`src/rtl/gb_timer_pkg.sv`:
```
// Shared definitions for the DMG timer: register addresses, the reload state
// encoding and the TAC tap-select helper.
package gb_timer_pkg;

  localparam logic [1:0] ADDR_DIV  = 2'b00;
  localparam logic [1:0] ADDR_TIMA = 2'b01;
  localparam logic [1:0] ADDR_TMA  = 2'b10;
  localparam logic [1:0] ADDR_TAC  = 2'b11;

  typedef enum logic [1:0] {
    RUN    = 2'd0,
    DELAY  = 2'd1,
    RELOAD = 2'd2
  } timer_state_t;

  // Picks the system-counter bit that clocks TIMA for a given TAC rate field.
  function automatic logic tap_sel(input logic [1:0] tac, input logic [9:0] cnt);
    case (tac)
      2'b00:   return cnt[9];
      2'b01:   return cnt[3];
      2'b10:   return cnt[5];
      default: return cnt[7];
    endcase
  endfunction

endpackage

```
`src/rtl/timer_tap_edge.sv`:
```
// Gated tap mux plus falling-edge detector that produces the TIMA increment pulse.
// While i_suppress is high the pulse is masked and the edge register is preloaded
// with the tap value the next clk will see, so a DIV clear or TAC change is silent.
module timer_tap_edge
  import gb_timer_pkg::*;
(
  input  logic       clk,
  input  logic       reset,
  input  logic [9:0] i_sys_cnt,
  input  logic [2:0] i_tac,
  input  logic [2:0] i_tac_nxt,
  input  logic       i_cnt_clr,
  input  logic       i_suppress,
  output logic       o_inc
);

  logic w_tap;
  logic w_tap_nxt;
  logic r_tap_q;

  assign w_tap     = i_tac[2] & tap_sel(i_tac[1:0], i_sys_cnt);
  assign w_tap_nxt = i_tac_nxt[2] & tap_sel(i_tac_nxt[1:0], i_cnt_clr ? 10'd0 : i_sys_cnt);

  // NOTE: sequential state uses non-blocking assignments so every register samples
  // pre-edge values regardless of process ordering.
  always_ff @(posedge clk) begin
    if (reset) r_tap_q <= 1'b0;
    else       r_tap_q <= i_suppress ? w_tap_nxt : w_tap;
  end

  assign o_inc = r_tap_q & ~w_tap & ~i_suppress;

endmodule

```
`src/rtl/gb_timer_tima.sv`:
```
// TIMA/TMA/TAC register file with the overflow -> delay -> reload sequence.
// Define GB_TIMER_GLITCH_EN to reproduce the DMG spurious-increment quirks on DIV/TAC writes.
module gb_timer_tima
  import gb_timer_pkg::*;
#(
  parameter int OVF_DELAY = 4,
  parameter int CNT_WID   = 16
) (
  input  logic               clk,
  input  logic               reset,
  input  logic [CNT_WID-1:0] sys_cnt,
  output logic               div_clr,
  input  logic               cpu_wr,
  input  logic [1:0]         cpu_addr,
  input  logic [7:0]         cpu_wdata,
  output logic [7:0]         cpu_rdata,
  output logic               irq_timer,
  output logic               tima_busy
);

  localparam int DLY_W = (OVF_DELAY > 2) ? $clog2(OVF_DELAY) : 1;
  localparam logic [DLY_W-1:0] DLY_LAST = DLY_W'(OVF_DELAY - 1);

  timer_state_t     r_state, w_state_nxt;
  logic [7:0]       r_tima, r_tma;
  logic [2:0]       r_tac;
  logic             r_irq;
  logic [DLY_W-1:0] r_dly;

  logic       w_wr_tima, w_wr_tma, w_wr_tac;
  logic [2:0] w_tac_nxt;
  logic       w_suppress, w_inc, w_bump, w_ovf, w_dly_last;

  assign div_clr   = cpu_wr && (cpu_addr == ADDR_DIV);
  assign w_wr_tima = cpu_wr && (cpu_addr == ADDR_TIMA);
  assign w_wr_tma  = cpu_wr && (cpu_addr == ADDR_TMA);
  assign w_wr_tac  = cpu_wr && (cpu_addr == ADDR_TAC);
  assign w_tac_nxt = w_wr_tac ? cpu_wdata[2:0] : r_tac;

`ifdef GB_TIMER_GLITCH_EN
  assign w_suppress = 1'b0;
`else
  assign w_suppress = div_clr | w_wr_tac;
`endif

  timer_tap_edge u_tap_edge (
    .clk        (clk),
    .reset      (reset),
    .i_sys_cnt  (sys_cnt[9:0]),
    .i_tac      (r_tac),
    .i_tac_nxt  (w_tac_nxt),
    .i_cnt_clr  (div_clr),
    .i_suppress (w_suppress),
    .o_inc      (w_inc)
  );

  // Edges count in RUN and RELOAD; a same-clk CPU load of TIMA takes priority.
  assign w_bump     = w_inc && (((r_state == RUN) && !w_wr_tima) ||
                                ((r_state == RELOAD) && !w_wr_tma));
  assign w_ovf      = w_bump && (r_tima == 8'hFF);
  assign w_dly_last = (r_dly == DLY_LAST);

  always_ff @(posedge clk) begin
    if (reset) r_state <= RUN;
    else       r_state <= w_state_nxt;
  end

  // NOTE: the default assignment up front keeps this combinational block latch-free.
  always_comb begin
    w_state_nxt = r_state;
    case (r_state)
      RUN:    if (w_ovf) w_state_nxt = DELAY;
      DELAY:  if (w_wr_tima) w_state_nxt = RUN;
              else if (w_dly_last) w_state_nxt = RELOAD;
      RELOAD: if (w_ovf) w_state_nxt = DELAY;
              else if (w_dly_last) w_state_nxt = RUN;
      default: w_state_nxt = RUN;
    endcase
  end

  always_comb begin
    tima_busy = (r_state != RUN);
    irq_timer = r_irq;
  end

  always_ff @(posedge clk) begin
    if (reset) begin
      r_tima <= 8'h00;
      r_tma  <= 8'h00;
      r_tac  <= 3'b000;
      r_irq  <= 1'b0;
      r_dly  <= '0;
    end else begin
      r_irq <= 1'b0;
      if (w_wr_tma) r_tma <= cpu_wdata;
      if (w_wr_tac) r_tac <= cpu_wdata[2:0];
      case (r_state)
        RUN: begin
          r_dly <= '0;
          if (w_wr_tima)   r_tima <= cpu_wdata;
          else if (w_bump) r_tima <= r_tima + 8'd1;
        end
        DELAY: begin
          if (w_wr_tima) begin
            r_tima <= cpu_wdata;
          end else if (w_dly_last) begin
            r_tima <= r_tma;
            r_irq  <= 1'b1;
            r_dly  <= '0;
          end else begin
            r_dly <= r_dly + 1'b1;
          end
        end
        RELOAD: begin
          // TMA writes here land in TIMA as well; TIMA writes are dropped.
          if (w_wr_tma)    r_tima <= cpu_wdata;
          else if (w_bump) r_tima <= r_tima + 8'd1;
          if (w_ovf || w_dly_last) r_dly <= '0;
          else                     r_dly <= r_dly + 1'b1;
        end
        default: r_dly <= '0;
      endcase
    end
  end

  always_comb begin
    cpu_rdata = 8'h00;
    case (cpu_addr)
      ADDR_DIV:  cpu_rdata = sys_cnt[15:8];
      ADDR_TIMA: cpu_rdata = r_tima;
      ADDR_TMA:  cpu_rdata = r_tma;
      default:   cpu_rdata = {5'b11111, r_tac};
    endcase
  end

endmodule
```
`config.mk`:
```
export PLATFORM = sky130hd
export DESIGN_NAME = gb_timer_tima
export DESIGN_NICKNAME = d
export VERILOG_FILES = /design/src/rtl/gb_timer_pkg.sv /design/src/rtl/timer_tap_edge.sv /design/src/rtl/gb_timer_tima.sv
export SDC_FILE = /design/constraint.sdc
export NUM_CORES = 1
export LEC_CHECK = 0
export BUFFER_PORTS_ARGS = -buffer_cell sky130_fd_sc_hd__buf_4
export CAP_MARGIN = 10
export CORE_MARGIN = 1
export CORE_UTILIZATION = 35
export DETAILED_ROUTE_END_ITERATION = 16
export GPL_TIMING_DRIVEN = 0
export SYNTH_ARGS = -nofsm -noshare
export SYNTH_HDL_FRONTEND = slang
export SYNTH_SLANG_ARGS = --single-unit
```
`constraint.sdc`:
```
create_clock -name clk -period 2.4 [get_ports clk]
set_input_delay 0.36 -clock clk [delete_from_list [all_inputs] [get_ports clk]]
set_output_delay 0.36 -clock clk [all_outputs]
set_load 0.1 [all_outputs]
```
==> impl_metrics.toml, run 1 <==
[run_status]
outcome = "completed"

[cells_and_area]
nFillCells = 593
area_growth_pct = 18.82
final_nets = 315
diodes = 0
finalNonFillerCells = 351
drive_above_1_share_pct = 24.37

[floorplan]
core_mm2 = 0.005574
initial_utilization_pct = 36.61
die_y_um = 78.36
ios = 40
num_rows = 27
die_area_mm2 = 0.006140
fp.dieW_um = 78.36

[yosys]
syn_avg_cell_area_um2 = 8.329
synthMuxAreaShare_pct = 10.91
yosysTopAreaCell = "dfxtp_1"
synthAdderAreaFrac_pct = 3.679
synth_commonest_cells = "nand2_1 (31), dfxtp_1 (25), nor2_1 (23), a21oi_1 (21), o21ai_0 (11)"
synth_edf_count = 0
syn_inst = 245
synth-simple-area-share_pct = 24.28
synth_seq_area_share_pct = 24.52
synth.area.top_cells = "dfxtp_1 (25%), nand2_1 (5.7%), a21oi_1 (5.2%)"
syn_area_mm2 = 0.002041
synth.top_cell.area_share_pct = 24.52
synth_top_family_by_area = "compound AO/OA/AOI/OAI gates"
synth_compound_area_share_pct = 27.71
async_flop_share_pct = 0
yosys_warnings = 0
synthFlopType = "dfxtp_1"
synthXorXnorAreaFrac_pct = 0.4292
yosysUniqueCellTypes = 64
synth_nets = 280
ys_ff_latch = 25
yosysMostFrequentCell = "nand2_1"

[route]
drt-total-wl_um = 6027
postRouteAntennaNets = 0
drc_errors = 0
avgViaCountPerCell = 5.815
wl_per_cell_um = 17.17
drt-pass1-iter-count = 4
drtIter0Drc = 103
num_vias = 2041

[timing]
finClkSkew_ns = 0.01246
rsz0062_at_grt = "no"
max_slew_margin_pct = 54.66
tightest_slew_ns = 0.6801
final_max_slew_viol_count = 0
timing.final.crit_share_pct = 93.46
clock.fmax_mhz = 445.8
finalHoldViolCount = 0
setup_viol = 0
period_needed_ns = 2.243
setup_tns_ns = 0

[power_and_ir_drop]
power_leakage_nw = 0.9962
vdd_drop_max_mv = 0.2702
total_power_uw = 979.9
p_per_area_mw_per_mm2 = 404.1

[critical_path]
slowest_delay_ns = 0.54
cp.required_ns = 2.04
r2r_slack_ns = 0.24
path_class = "input port to output pin"
endpoint_kind = "output pin"
ff2ff_path_depth = 8
worst_path_max_delay_cell = "clkbuf_1"
crit_chain = "buf_2 -> clkbuf_1 -> mux2_2 -> o22a_1 -> buf_4"
regToRegStartpoint = "r_state[0]"
worstPathMaxFanout = 10
timing.rr.end = "r_tima[2]"
cp_data_arrival_time_ns = 1.88
startpoint_type = "input port"

[clock_network]
max-clock-path-buffers = 2
tritoncts = "done"
post-cts-setup-buffers = 0
clock_sinks = 25
numCtsBuffers = 3
clock_latency_ns = 0.28
clockRootBuffer = "clkbuf_8"
clk_pin_slew_ns = 0.11
h-tree-depth = 1

[global_route]
grt_pass1_wl_um = 9936
grt_max_degree = 16
antenna_found_initial = 0
grtUsageTotal_pct = 20.81
gr-total-overflow = 0
grt_pass1_vias = 1979

[job]
cap_violations = 0

[placement]
port_buffers = 31
place.gp.congestion = 0.8709
placedCellCount = 348
hpwl_um = 4428

[min_path]
hold_depth = 3
min_from = "cpu_wdata[6]"
holdPathEnd = "r_tma[6]"
worstHoldPathType = "input port to flip-flop"
cell type report:
type	instances	area (um2)	share of cell area, %
multi-input combinational	195	1383	57.02
sequential	25	500.5	20.64
timing repair buffer	31	232.7	9.597
buffer	16	140.1	5.779
tap	72	90.09	3.715
clock buffer	3	41.29	1.703
inverter	8	30.03	1.238
clock inverter	1	7.507	0.3096
how the worst max path moves through the flow:
| stage | startpoint | endpoint | cells past startpoint |
|---|---|---|---|
| CTS | cpu_addr[1] | cpu_rdata[0] | 4 |
| global route | cpu_addr[0] | cpu_rdata[3] | 5 |
| floorplan | r_state[0] | r_tima[2] | 8 |
| global placement | cpu_addr[1] | cpu_rdata[0] | 4 |
| finish | cpu_addr[0] | cpu_rdata[5] | 5 |
| detailed placement | cpu_addr[1] | cpu_rdata[0] | 4 |
per-layer routing:
| metal | track usage, % | part of all wire [%] | vias up |
|---|---|---|---|
| met5 | 0 | 0 | - |
| met1 | 26.81 | 43 | 974 |
| li1 | - | - | 1001 |
| met2 | 36.14 | 49 | 62 |
| met4 | 4.815 | 0.51 | 0 |
| met3 | 3.372 | 7.1 | 4 |
flip-flops by register name, indices dropped and copies added (netlist names):
register            flops
r_tima                  8
r_tma                   8
r_tac                   3
r_dly                   2
r_state                 2
irq_timer               1
u_tap_edge.r_tap_q      1
cells in the final DEF (no fill, tap or decap), types with 6 or more instances in the layout:
cell / n
buf_4: 32
inv_1: 8
ha_1: 6
clkbuf_8: 8
a21oi_1: 20
nand2_1: 31
nor2_1: 23
o21ai_0: 11
nand3_1: 6
dfxtp_1: 25
nor3_1: 10
where the power goes:
group / switching (mW) / leakage (nW) / internal, mW
registers: 0.0132 / 0.203 / 0.426
clock network: 0.156 / 0.0217 / 0.118
logic: 0.173 / 0.772 / 0.0935
kinds of logic after synthesis:
| kind of cell | count (synthesis) |
|---|---|
| and+or+nand+nor | 97 |
| AOI/OAI and AO/OA | 76 |
| buffers and inverters | 25 |
| DFF | 25 |
| muxes | 15 |
| adders and majority gates | 6 |
| xor gates and xnor gates | 1 |
per-stage QoR:
| step | setup slack (ns) | utilization, % | hold WS (ns) | area (um2) |
|---|---|---|---|---|
| 3_5_place_dp | 0.07530 | 42.60 | 0.4676 | 2375 |
| 5_1_grt | 0.07998 | 43.50 | 0.3300 | 2425 |
| 4_1_cts | 0.07358 | 43.48 | 0.3255 | 2424 |
| 6_report | 0.1570 | 43.50 | 0.3244 | 2425 |
| 3_3_place_gp | 0.07624 | 42.60 | 0.4657 | 2375 |
| 2_1_floorplan | 0.1131 | - | 0.4464 | 2052 |
repair_timing:
item | CTS | global route
setup endpoints to repair | 0 | 4
hold buffers | 0 | 0
gates resized for setup | 0 | 3
worst max-delay path, delay by kind of cell:
family / cells / cell delay, ns
muxes: 1 / 0.41
AOI/OAI and AO/OA: 1 / 0.17
buffers and inverters: 3 / 0.93
(Power assumes the default switching activity.)
==> inputs of run 2 (changes only) <==
Settings changed: ABC_AREA set to 1.
==> impl_metrics.toml, run 2 <==
[run_status]
outcome = "completed"

[cells_and_area]
drive_above_1_share_pct = 17.20
finalNonFillerCells = 444
stdcell_area_mm2 = 0.002415
reg_top3 = "r_tima: 8 flops, r_tma: 8 flops, r_tac: 3 flops"
area_growth_pct = 19.80
mostFrequentLayoutCells = "nand2_1 (125), buf_4 (34), inv_1 (31), a21oi_1 (30)"
diodes = 0
final_common_cell = "nand2_1"
final_nets = 408

[yosys]
yosysMostFrequentCell = "nand2_1"
synth.top_cell.area_share_pct = 24.83
yosys_warnings = 0
syn_inst = 335
yosysTopAreaCell = "dfxtp_1"
synth_commonest_cells = "nand2_1 (126), inv_1 (31), a21oi_1 (30), dfxtp_1 (25), nand3_1 (25)"
yosysUniqueCellTypes = 33
async_flop_share_pct = 0
syn_avg_cell_area_um2 = 6.017
synth_seq_area_share_pct = 24.83
synth.area.top_cells = "dfxtp_1 (25%), nand2_1 (23%), a21oi_1 (7.4%)"
synth_edf_count = 0
syn_area_mm2 = 0.002016
ys_ff_latch = 25
synth_nets = 370
synthFlopType = "dfxtp_1"

[critical_path]
path_class = "flip-flop to flip-flop"
endpoint_kind = "flip-flop"
timing.rr.end = "r_state[0]"
startpoint_type = "flip-flop"
cp_data_arrival_time_ns = 2.26
worstPathMaxFanout = 5
regToRegStartpoint = "r_tima[1]"
cp.required_ns = 2.60
r2r_slack_ns = 0.34
ff2ff_path_depth = 11

[timing]
setup_viol = 0
max_slew_margin_pct = 57.21
final_max_slew_viol_count = 0
finalHoldViolCount = 0
rsz0062_at_grt = "no"
clock.fmax_mhz = 485.5
setup_tns_ns = 0
tightest_slew_ns = 0.6395
finClkSkew_ns = 0.01134
timing.final.crit_share_pct = 85.82
fin_hold_ws_ns = 0.3554
period_needed_ns = 2.060

[route]
wl_met2_um = 2881
wl_met1_um = 2830
top_layer = "met4"
drtIter0Drc = 166
drt-total-wl_um = 6144
avgViaCountPerCell = 5.196
num_vias = 2307
drt-pass1-iter-count = 4
wl_met3_um = 374
postRouteAntennaNets = 0
wl_per_cell_um = 13.84
drc_errors = 0

[placement]
placedCellCount = 440
postPlaceCellArea_mm2 = 0.002369
port_buffers = 33
hpwl_um = 4699
place.gp.congestion = 0.8494

[floorplan]
initial_utilization_pct = 36.38
die_y_um = 77.89
die_area_mm2 = 0.006067
fp.dieW_um = 77.89
core_mm2 = 0.005540
ios = 40
num_rows = 27

[power_and_ir_drop]
power_leakage_nw = 1.130
vdd_drop_max_mv = 0.2730
p_per_area_mw_per_mm2 = 635.7

[global_route]
grt_pass1_wl_um = 10320
grt_max_degree = 15
grtUsageTotal_pct = 21.62
antenna_found_initial = 0
gr-total-overflow = 0
grt_pass1_vias = 2122

[clock_network]
clock_sinks = 25
clockRootBuffer = "clkbuf_8"
h-tree-depth = 1
cts_resized = 0
numCtsBuffers = 3
clock_latency_ns = 0.28
post-cts-setup-buffers = 0
max-clock-path-buffers = 2
clk_pin_slew_ns = 0.10
tritoncts = "done"
hold_buffers = 0

[min_path]
min_from = "cpu_wdata[7]"
worstHoldPathType = "input port to flip-flop"
holdPathEnd = "r_tma[7]"
hold_depth = 3

[job]
cap_violations = 0
-- run 2: cell count changes in the layout (fill, tap and decap cells not counted), moves of 4 or more --
cell / delta
inv_1: +23
xor2_1: +5
nor3_1: -7
clkbuf_8: -4
nand3_1: +19
nand2_1: +94
mux4_2: -4
nor2_1: -4
and3_1: -5
mux2i_1: -5
a21oi_1: +10
o22a_1: -5
nand2_2: +4
mux2_2: -5
-- run 2: through the flow --
step           power (mW)  util [%]  setup slack [ns]
6_report            1.535     43.59            0.3403
5_1_grt             1.655     43.59           0.07131
2_1_floorplan       1.092         -           -0.6126
3_3_place_gp        1.277     42.75            0.2647
4_1_cts             1.542     43.59            0.3668
3_5_place_dp        1.280     42.75            0.2660
-- run 2: layout make-up --
| cell class | instances | area [um2] |
|---|---|---|
| Fill cell | 617 | 3126 |
| Timing Repair Buffer | 33 | 247.7 |
| Clock buffer | 3 | 41.29 |
| Buffer | 13 | 88.84 |
| Inverter | 35 | 133.9 |
| Clock inverter | 1 | 5.005 |
| Tap cell | 72 | 90.09 |
| Multi-Input combinational cell | 262 | 1308 |
| Sequential cell | 25 | 500.5 |
-- run 2: per-layer routing --
layer  up-vias  track usage, %
li1       1165               -
met1      1067           30.22
met2        68           35.49
met3         7           2.941
met4         0           3.889
met5         -               0
-- run 2: critical path: stages (launching register included) --
cell      delay [ns]
dfxtp_1         0.46
ha_1            0.26
nand3_1         0.12
nor3_1          0.39
nand3_1         0.16
nand2_1         0.08
inv_1           0.05
nand2_1         0.07
nand3b_1        0.12
inv_1           0.09
nand2_1         0.05
a21oi_1         0.12
-- run 2: cells by family (layout without fill, tap and decap cells) --
group,Yosys count,count (layout),share of synthesized area (%)
compound gates,63,63,19.80
xor+xnor,5,5,2.172
fa+ha+maj,6,6,3.724
buf+inv,48,85,10.43
flops,25,25,24.83
simple gates,188,188,39.04
-- run 2: how the worst max path moves through the flow --
stage	startpoint	end	slack (ns)	cells past startpoint
after CTS	r_tima[1]	r_state[0]	0.37	11
after global routing	r_tima[1]	r_state[1]	0.07	11
final	r_tima[1]	r_state[0]	0.34	11
after global placement	cpu_addr[1]	r_tima[2]	0.26	15
after detailed placement	cpu_addr[1]	r_tima[2]	0.27	15
after floorplan	cpu_addr[0]	cpu_rdata[0]	-0.61	3
-- run 2: report_power, final --
part	total (mW)	switching, mW	internal (mW)
Combinational	0.751	0.506	0.245
Sequential	0.525	0.0642	0.461
Clock	0.259	0.142	0.116
Total	1.54	0.713	0.823
==> inputs of run 3 (changes only) <==
Clock period 2.4 ns to 1.8 ns, I/O delays scaled along.
==> impl_metrics.toml, run 3 (same netlist as run 2, synthesis figures left out) <==
[critical_path]
startpoint_type = "flip-flop"
critical_path_buf_inv_count = 2
cp_data_arrival_time_ns = 1.90
ff2ff_path_depth = 14
path_class = "flip-flop to flip-flop"
cp_top_family = "simple AND/OR/NAND/NOR gates"
slowest_delay_ns = 0.38
crit_chain = "inv_4 -> ha_4 -> nand2_4 -> a21oi_4 -> nand2_4 -> buf_8 -> nand2_1 -> nand2_2 -> nand2_1 -> nand2_1 -> nand2_1 -> nand2_1 -> nand2_2 -> a21oi_2"
endpoint_kind = "flip-flop"
cp.depth = 14
worst_path_max_delay_cell = "dfxtp_4"
cp.required_ns = 1.96
worstPathMaxFanout = 5
path_common_cell = "nand2_1"

[cells_and_area]
drive_above_1_share_pct = 28.80
diodes = 0
area_growth_pct = 34.33
utilization_pct = 48.87
final_nets = 418
regArea_um2 = 514.2
reg_top3 = "r_tima: 8 flops, r_tma: 8 flops, r_tac: 3 flops"
multi_input_area_mm2 = 0.001464
stdcell_area_mm2 = 0.002708
nFillCells = 589
final_common_cell = "nand2_1"
mostFrequentLayoutCells = "nand2_1 (112), buf_4 (41), a21oi_1 (28), inv_1 (25), nand3_1 (22)"

[floorplan]
die_area_mm2 = 0.006067
die_y_um = 77.89
core_mm2 = 0.005540
fp.dieW_um = 77.89
initial_utilization_pct = 36.38
num_rows = 27
ios = 40

[timing]
tightest_slew_ns = 0.6050
finalHoldViolCount = 0
clock.fmax_mhz = 573.3
rsz0062_at_grt = "yes"
setup_tns_ns = 0
period_needed_ns = 1.744
max_slew_margin_pct = 59.67
layout_setup_ws_ns = 0.05561
timing.final.crit_share_pct = 96.91
setup_viol = 0
fin_hold_ws_ns = 0.2595
finClkSkew_ns = 0.009283
final_max_slew_viol_count = 0

[global_route]
globalRouteMet3Util_pct = 3.529
grt_pass1_vias = 2120
busiest_layer = "met2"
grt_pass1_wl_um = 10180
grtUsageTotal_pct = 21.58
grt_max_degree = 14
gr-usage-met2_pct = 37.43
gr-total-overflow = 0
antenna_found_initial = 0
grt_use_met1_pct = 28.43

[power_and_ir_drop]
vdd_drop_max_mv = 0.4997
p_per_area_mw_per_mm2 = 820.3
power_leakage_nw = 1.223

[placement]
dp_slack_ns = -0.2878
place.gp.congestion = 0.8686
postPlaceCellArea_mm2 = 0.002412
port_buffers = 33
hpwl_um = 4663

[route]
postRouteAntennaNets = 0
wl_per_cell_um = 14.13
drt-pass1-iter-count = 4
avgViaCountPerCell = 5.163
drt-total-wl_um = 6413
drtIter0Drc = 139
num_vias = 2344
drc_errors = 0

[clock_network]
numCtsBuffers = 3
clock_latency_ns = 0.28
clk_pin_slew_ns = 0.10
h-tree-depth = 1
clock_sinks = 25
max-clock-path-buffers = 2
clockRootBuffer = "clkbuf_8"
tritoncts = "done"

[job]
cap_violations = 0

[min_path]
hold_depth = 3
worstHoldPathType = "input port to flip-flop"

[run_status]
outcome = "completed"
run 3: final cells by class:
| type | instances | share of cell area, % |
|---|---|---|
| buffer | 13 | 3.836 |
| multi-input combinational | 262 | 54.07 |
| inverter | 35 | 5.407 |
| clock buffer | 4 | 1.664 |
| tap | 72 | 3.327 |
| timing repair buffer | 43 | 12.71 |
| sequential | 25 | 18.99 |
run 3: path summary, 6_finish.rpt:
path	from	to	slack, ns
worst min register to register	r_dly[1]	r_dly[1]	0.48
worst max register to register	r_state[1]	r_tima[2]	0.06
worst min-delay path	cpu_wdata[7]	r_tma[7]	0.26
worst max-delay path	r_state[1]	r_tima[2]	0.06
run 3: worst reg2reg max path, delay by kind of cell (launching register included):
kind | cells | cell delay [ns]
AOI/OAI and AO/OA | 2 | 0.29
buffers and inverters | 2 | 0.21
adders and majority gates | 1 | 0.16
and+or+nand+nor | 9 | 0.61
DFF | 1 | 0.38
run 3: per-stage QoR:
| step | total power, mW | instances |
|---|---|---|
| finish | 2.221 | 454 |
| floorplan | 1.495 | 335 |
| detailed placement | 1.753 | 440 |
| global route | 2.370 | 454 |
| CTS | 2.119 | 447 |
| global placement | 1.747 | 440 |
run 3: per-layer routing:
| metal | wire length (um) | vias up |
|---|---|---|
| li1 | - | 1189 |
| met1 | 2889 | 1088 |
| met2 | 3082 | 57 |
| met3 | 338 | 10 |
| met4 | 103 | 0 |
| met5 | 0 | - |
run 3: what timing repair did:
action,CTS,global route
cloned,0,1
hold buffers,0,0
pin swaps,1,11
gates resized for setup,10,38
setup buffers,3,6
endpoints found under the setup margin,12,10
run 3: report_power, final:
part	switching [mW]	internal (mW)
sequential	0.0962	0.621
combinational	0.737	0.417
clock	0.191	0.159
